--- src/rtl/tp84_snd_mixer.sv ---
`timescale 1ns/1ps
// tp84_snd_mixer: four-channel mixer (3x SN76489 + sample DAC) feeding the
// Time Pilot '84 IIR low-pass. Each output period (DIV clocks) latches all
// inputs, runs one shared multiplier over the four channels, shifts,
// saturates and presents one signed 16-bit sample with a one-cycle strobe.
// Optional build macro: TP84_MIX_DCBLOCK_EN adds a one-pole DC-removal stage
// in the SAT step (same latency in both builds).
module tp84_snd_mixer #(
  parameter int DIV   = 73,
  parameter int SHIFT = 1
) (
  input  logic               clk,
  input  logic               reset,
  input  logic [7:0]         ch0,
  input  logic [7:0]         ch1,
  input  logic [7:0]         ch2,
  input  logic [7:0]         ch3,
  input  logic [7:0]         gain0,
  input  logic [7:0]         gain1,
  input  logic [7:0]         gain2,
  input  logic [7:0]         gain3,
  input  logic [3:0]         mute,
  output logic signed [15:0] out,
  output logic               out_valid
);

  typedef enum logic [2:0] {
    S_IDLE, S_MAC0, S_MAC1, S_MAC2, S_MAC3, S_SAT, S_OUT
  } state_t;

  localparam logic [9:0] DIV_LAST = 10'(DIV - 1);

  state_t             state, state_next;
  logic [9:0]         div_cnt;
  logic [7:0]         ch_in   [4];
  logic [7:0]         gain_in [4];
  logic [7:0]         ch_sh   [4];
  logic [7:0]         gain_sh [4];
  logic [3:0]         mute_sh;
  logic signed [19:0] acc;
  logic signed [15:0] stage;
  logic               latch_en, mac_en, sat_en, out_en;
  logic [1:0]         mac_idx;
  logic signed [8:0]  cen_val, gain_val;
  logic signed [17:0] prod;
  logic signed [19:0] addend;
  logic signed [19:0] y_shift;
  logic signed [15:0] y_sat, y_final;

  assign ch_in[0]   = ch0;
  assign ch_in[1]   = ch1;
  assign ch_in[2]   = ch2;
  assign ch_in[3]   = ch3;
  assign gain_in[0] = gain0;
  assign gain_in[1] = gain1;
  assign gain_in[2] = gain2;
  assign gain_in[3] = gain3;

  function automatic logic signed [15:0] sat16(input logic signed [23:0] v);
    if (v > 24'sd32767)
      return 16'sh7fff;
    else if (v < -24'sd32768)
      return 16'sh8000;
    else
      return v[15:0];
  endfunction

  // Output-period divider; a new sample sequence starts whenever it reads 0
  always_ff @(posedge clk or negedge reset) begin
    if (!reset)
      div_cnt <= '0;
    else if (div_cnt == DIV_LAST)
      div_cnt <= '0;
    else
      div_cnt <= div_cnt + 10'd1;
  end

  // Sequencer state register
  always_ff @(posedge clk or negedge reset) begin
    if (!reset)
      state <= S_IDLE;
    else
      state <= state_next;
  end

  // Next-state: one pass IDLE -> MAC0..3 -> SAT -> OUT -> IDLE per period
  always_comb begin
    state_next = state;
    case (state)
      S_IDLE:  if (div_cnt == '0) state_next = S_MAC0;
      S_MAC0:  state_next = S_MAC1;
      S_MAC1:  state_next = S_MAC2;
      S_MAC2:  state_next = S_MAC3;
      S_MAC3:  state_next = S_SAT;
      S_SAT:   state_next = S_OUT;
      S_OUT:   state_next = S_IDLE;
      default: state_next = S_IDLE;
    endcase
  end

  // Control decode: which datapath step is active and which channel to multiply
  always_comb begin
    latch_en = 1'b0;
    mac_en   = 1'b0;
    sat_en   = 1'b0;
    out_en   = 1'b0;
    mac_idx  = 2'd0;
    case (state)
      S_IDLE: latch_en = (div_cnt == '0);
      S_MAC0: begin mac_en = 1'b1; mac_idx = 2'd0; end
      S_MAC1: begin mac_en = 1'b1; mac_idx = 2'd1; end
      S_MAC2: begin mac_en = 1'b1; mac_idx = 2'd2; end
      S_MAC3: begin mac_en = 1'b1; mac_idx = 2'd3; end
      S_SAT:  sat_en = 1'b1;
      S_OUT:  out_en = 1'b1;
      default: ;
    endcase
  end

  // Shadow copy of all inputs so mid-sequence input changes cannot leak in
  always_ff @(posedge clk or negedge reset) begin
    if (!reset) begin
      for (int i = 0; i < 4; i++) begin
        ch_sh[i]   <= 8'd0;
        gain_sh[i] <= 8'd0;
      end
      mute_sh <= 4'd0;
    end else if (latch_en) begin
      for (int i = 0; i < 4; i++) begin
        ch_sh[i]   <= ch_in[i];
        gain_sh[i] <= gain_in[i];
      end
      mute_sh <= mute;
    end
  end

  // Shared multiplier: centre the selected channel around 128 and scale it
  always_comb begin
    cen_val  = $signed({1'b0, ch_sh[mac_idx]}) - 9'sd128;
    gain_val = $signed({1'b0, gain_sh[mac_idx]});
    prod     = cen_val * gain_val;
    addend   = mute_sh[mac_idx] ? 20'sd0 : $signed({{2{prod[17]}}, prod});
  end

  // Accumulator: cleared at the latch, one product added per MAC step
  always_ff @(posedge clk or negedge reset) begin
    if (!reset)
      acc <= '0;
    else if (latch_en)
      acc <= '0;
    else if (mac_en)
      acc <= acc + addend;
  end

  // Scale and clamp the mixed sum to the 16-bit output range
  always_comb begin
    y_shift = acc >>> SHIFT;
    y_sat   = sat16($signed({{4{y_shift[19]}}, y_shift}));
  end

`ifdef TP84_MIX_DCBLOCK_EN
  logic signed [23:0] est;
  logic signed [23:0] est_d;
  logic signed [23:0] dc_diff;

  // DC removal: subtract est/256 and let est integrate the difference
  always_comb begin
    est_d   = est >>> 8;
    dc_diff = $signed({{8{y_sat[15]}}, y_sat}) - est_d;
    y_final = sat16(dc_diff);
  end

  // DC estimate integrator, advanced once per sample
  always_ff @(posedge clk or negedge reset) begin
    if (!reset)
      est <= '0;
    else if (sat_en)
      est <= est + dc_diff;
  end
`else
  assign y_final = y_sat;
`endif

  // Staging register written in SAT
  always_ff @(posedge clk or negedge reset) begin
    if (!reset)
      stage <= '0;
    else if (sat_en)
      stage <= y_final;
  end

  // Output register and one-cycle strobe; out holds between strobes
  always_ff @(posedge clk or negedge reset) begin
    if (!reset) begin
      out       <= '0;
      out_valid <= 1'b0;
    end else begin
      out_valid <= out_en;
      if (out_en)
        out <= stage;
    end
  end

endmodule

--- config.mk ---
export PLATFORM = sky130hd
export DESIGN_NAME = tp84_snd_mixer
export DESIGN_NICKNAME = d
export VERILOG_FILES = /design/src/rtl/tp84_snd_mixer.sv
export SDC_FILE = /design/constraint.sdc
export NUM_CORES = 1
export LEC_CHECK = 0
export BUFFER_PORTS_ARGS = -buffer_cell sky130_fd_sc_hd__buf_2
export CAP_MARGIN = 10
export CORE_ASPECT_RATIO = 1.4
export CORE_UTILIZATION = 55
export DETAILED_ROUTE_END_ITERATION = 7
export PLACE_DENSITY_LB_ADDON = 0.15
export SLEW_MARGIN = 5
export SYNTH_ARGS = -nofsm -noshare
export SYNTH_HDL_FRONTEND = slang
export SYNTH_SLANG_ARGS = --single-unit
--- constraint.sdc ---
create_clock -name clk -period 8.43 [get_ports clk]
set_input_delay 2.1075 -clock clk [delete_from_list [all_inputs] [get_ports clk]]
set_output_delay 2.1075 -clock clk [all_outputs]
set_load 0.005 [all_outputs]
==> results.md <==
- Number of ports placed on the die boundary: just under 90
- Portion of the post-synthesis area used by sequential elements: 0.3609
- Vias in the first global route: between 7,000 and 8,000
- CTS tree: built
- Final worst path period share: 0.9214
- Fraction of registers with async set or reset after synthesis: 1.000
- Minimum clock period after layout: between 7000 and 8000 ps
- Number of antenna violations at the first check in global routing: 0
- Most frequently used flop master after synthesis: dfrtp_1
- Worst Setup End Kind: flip-flop
- Worst slack after detailed placement: approximately 560 ps
- Worst-case vdd ir drop: around 0.15 mV
- Outcome: finished with violations
- Largest net degree at the start of global routing: 85
- Post-route DRC violation count: 4
- Total track usage: 0.2306
- Power, Total: around 0.0033 W
- Cells taking the most area after synthesis: dfrtp_1 36%, nand2_1 13%, fa_1 12%
- Synth unique cells: 58
- Path class of the lowest-slack min-delay path: reg -> reg
- Synthesized area: around 9300 sq um
- Mean routed wirelength per cell: approximately 14 um
- Total wire length after detailed routing: ~18 mm
- Leading cell type by number of instances after synthesis: nand2_1
- Count of H-tree levels built during CTS: 4
- Placement row count: 55
- Antenna-violating nets left: 0
- Starting utilization of the core area: 0.5696
- Synthesis-stage register bit count: between 100 and 150
- Syn_area_per_cell: ~9.0 sq um
- Worst path required time: ~8700 ps
- Unrepaired setup endpoints after global routing: no
- Number of buffers on the longest clock path: 2
- Nets@finish: 1,292
- Critical path's largest stage delay: between 600 and 700 ps
- Biggest area consumer among synthesized cells: dfrtp_1
- Die W: ~110 um
- Clock slew at the register clock pins of the worst setup and hold paths: roughly 60 ps
- Synth cell count leaders: 328 x nand2_1, 134 x dfrtp_1, 100 x inv_1
- Share of Yosys cell area claimed by the top area cell type: 0.3609
- Post-Syn Nets: 1,212
- Final critical-path setup slack: 662.9 ps
- Clock Latency Late Sink: roughly 430 ps
- Fraction of final layout cells with drive strength greater than 1: 0.1417
- Count of buffers inserted at the top-level ports: 86
- Pre-antenna DRT Iters: 8
- Buf/Inv on CP: 4
- CTS buffer count: 17
- Core box area: approximately 16,000 sq um
- DR vias: 6,865
- Violated checks: DRC
- Routability-driven placement congestion ratio: approximately 0.87
- Maximum clock frequency: roughly 0.13 GHz
- Worst hold margin: 463.0 ps
- Total clock sinks: between 100 and 150
- Slew of the pin with the lowest slew margin: 889.0 ps
- Fin. max-slew vios: 0
- EDFF count, synth: 0
- Hold buffer count at cts: 0
- Power density over cell area: ~320 nW/um^2
- Worst path arrival time: approximately 8100 ps
- Synthesis-to-layout area growth: 12.31%
- Final HPWL from detailed placement: 13.54 mm
- Global-route congestion overflow total: 0
- Reported max-cap violation count: 0
- Final core utilization: 0.6397
- Height of the die: between 150 and 200 um
- CP Class: reg -> reg
- Static Leak: about 5.4 nW
- Number of failing hold endpoints at the final stage: 0
- Syn Inst Count: ~1,000
- Worst clock skew: roughly 7.6 ps
- CP max stage cell: dfrtp_1
- Overall die area: 17,420 sq um
- Buffers inserted by post-CTS timing repair: 0
- Delay-heaviest family, CP: adder cells
- DR vias/cell: ~5.2
- Library cell used as clock root buffer: clkbuf_16
- Initial DRC Count: ~270
- Final-report setup violation count: 0
- Max transition margin: 0.4073
- Diode count: 0
- Startpoint type of the worst setup path: flip-flop
- Crit path max fanout: 16
- Most common cell type on the critical path: fa_1
- Synth warnings: 0
- Wire length of the first global-routing pass: 32.26 mm
- Total Negative Setup Slacks: 0 ps
worst reg2reg max path: cells and delay by family, from the launching register on:
family | cells | cell delay [ps]
multiplexers | 3 | 1010
XOR/XNOR | 1 | 130
AO/OA/AOI/OAI | 10 | 2010
flip-flops | 1 | 630
buffers and inverters | 4 | 420
adder cells (fa/ha/maj) | 6 | 2780
AND/OR/NAND/NOR | 4 | 670
sequential cells by signal, indices dropped and copies added (netlist names):
register	flops
gain_sh	32
stage	16
ch_sh	32
mute_sh	4
out_valid	1
state	3
acc	20
div_cnt	10
out	16
worst paths after layout:
kind                                             from                   end  slack [ps]  cells past startpoint
worst max-delay path             state[1]$_DFFE_PN0P_   acc[19]$_DFFE_PN0P_         660                     28
worst min-delay path            stage[15]$_DFFE_PN0N_   out[15]$_DFFE_PN0P_         460                      2
worst max register to register   state[1]$_DFFE_PN0P_   acc[19]$_DFFE_PN0P_         660                     28
worst min register to register  stage[15]$_DFFE_PN0N_   out[15]$_DFFE_PN0P_         460                      2
max in group asynchronous                       reset  state[2]$_DFFE_PN0P_        5470                      2
min in group asynchronous                       reset  div_cnt[8]$_DFF_PN0_        1650                      1
timing repair:
item                                    4_1_cts  5_1_grt
endpoints found under the setup margin        0        1
endpoints found under the hold margin         0        0
gates resized for setup                       0        2
stage by stage:
step	instances	instance area [sq um]
finish	1321	10430
global route	1321	10430
CTS	1321	10430
detailed placement	1289	9842
global placement	1289	9842
floorplan	1029	9290
cell type report:
type                       count  area, sq um
clock buffer                  17        425.4
clock inverter                15        163.9
fill                        1453         5876
inverter                     104        390.4
multi-input combinational    760         5369
sequential                   134         3354
tap                          199        249.0
timing repair buffer          92        481.7
power breakdown:
part / total, W / switching [W] / leakage (nW) / internal [W]
registers: 0.000876 / 0.0000940 / 1.59 / 0.000782
logic: 0.00172 / 0.000961 / 3.52 / 0.000764
clock network: 0.000734 / 0.000315 / 0.285 / 0.000419
placed cells by master (no fill, tap or decap), drive strengths merged, types with 8 or more instances in the layout:
| cell | netlist | layout |
|---|---|---|
| and3 | 10 | 10 |
| a21o | 11 | 11 |
| o21ai | 48 | 48 |
| nand2 | 328 | 328 |
| xnor2 | 23 | 23 |
| fa | 57 | 57 |
| nor2b | 8 | 8 |
| and2 | 38 | 38 |
| dfrtp | 134 | 134 |
| ha | 56 | 56 |
| clkbuf | 19 | 17 |
| nand2b | 8 | 8 |
| mux4 | 16 | 16 |
| nand3 | 23 | 23 |
| a21oi | 29 | 29 |
| xor2 | 15 | 15 |
| buf | 12 | 92 |
| nor2 | 35 | 35 |
| inv | 103 | 110 |
kinds of logic after synthesis:
logic type               count (synthesis)  share of synthesized area
AO/OA/AOI/OAI                          113                    0.07300
XOR/XNOR                                38                    0.03583
adder cells (fa/ha/maj)                113                     0.1982
buffers and inverters                  135                    0.06209
flip-flops                             134                     0.3609
multiplexers                            22                    0.04647
AND/OR/NAND/NOR                        474                     0.2234
per-layer routing:
| layer | part of all wire | vias up | track usage |
|---|---|---|---|
| li1 | - | 3473 | - |
| met4 | 0.022 | 0 | 0.09331 |
| met2 | 0.53 | 101 | 0.4292 |
| met3 | 0.022 | 27 | 0.02991 |
| met1 | 0.42 | 3264 | 0.2664 |
| met5 | 0 | - | 0 |
No activity file was read; power rests on OpenSTA's default activity.
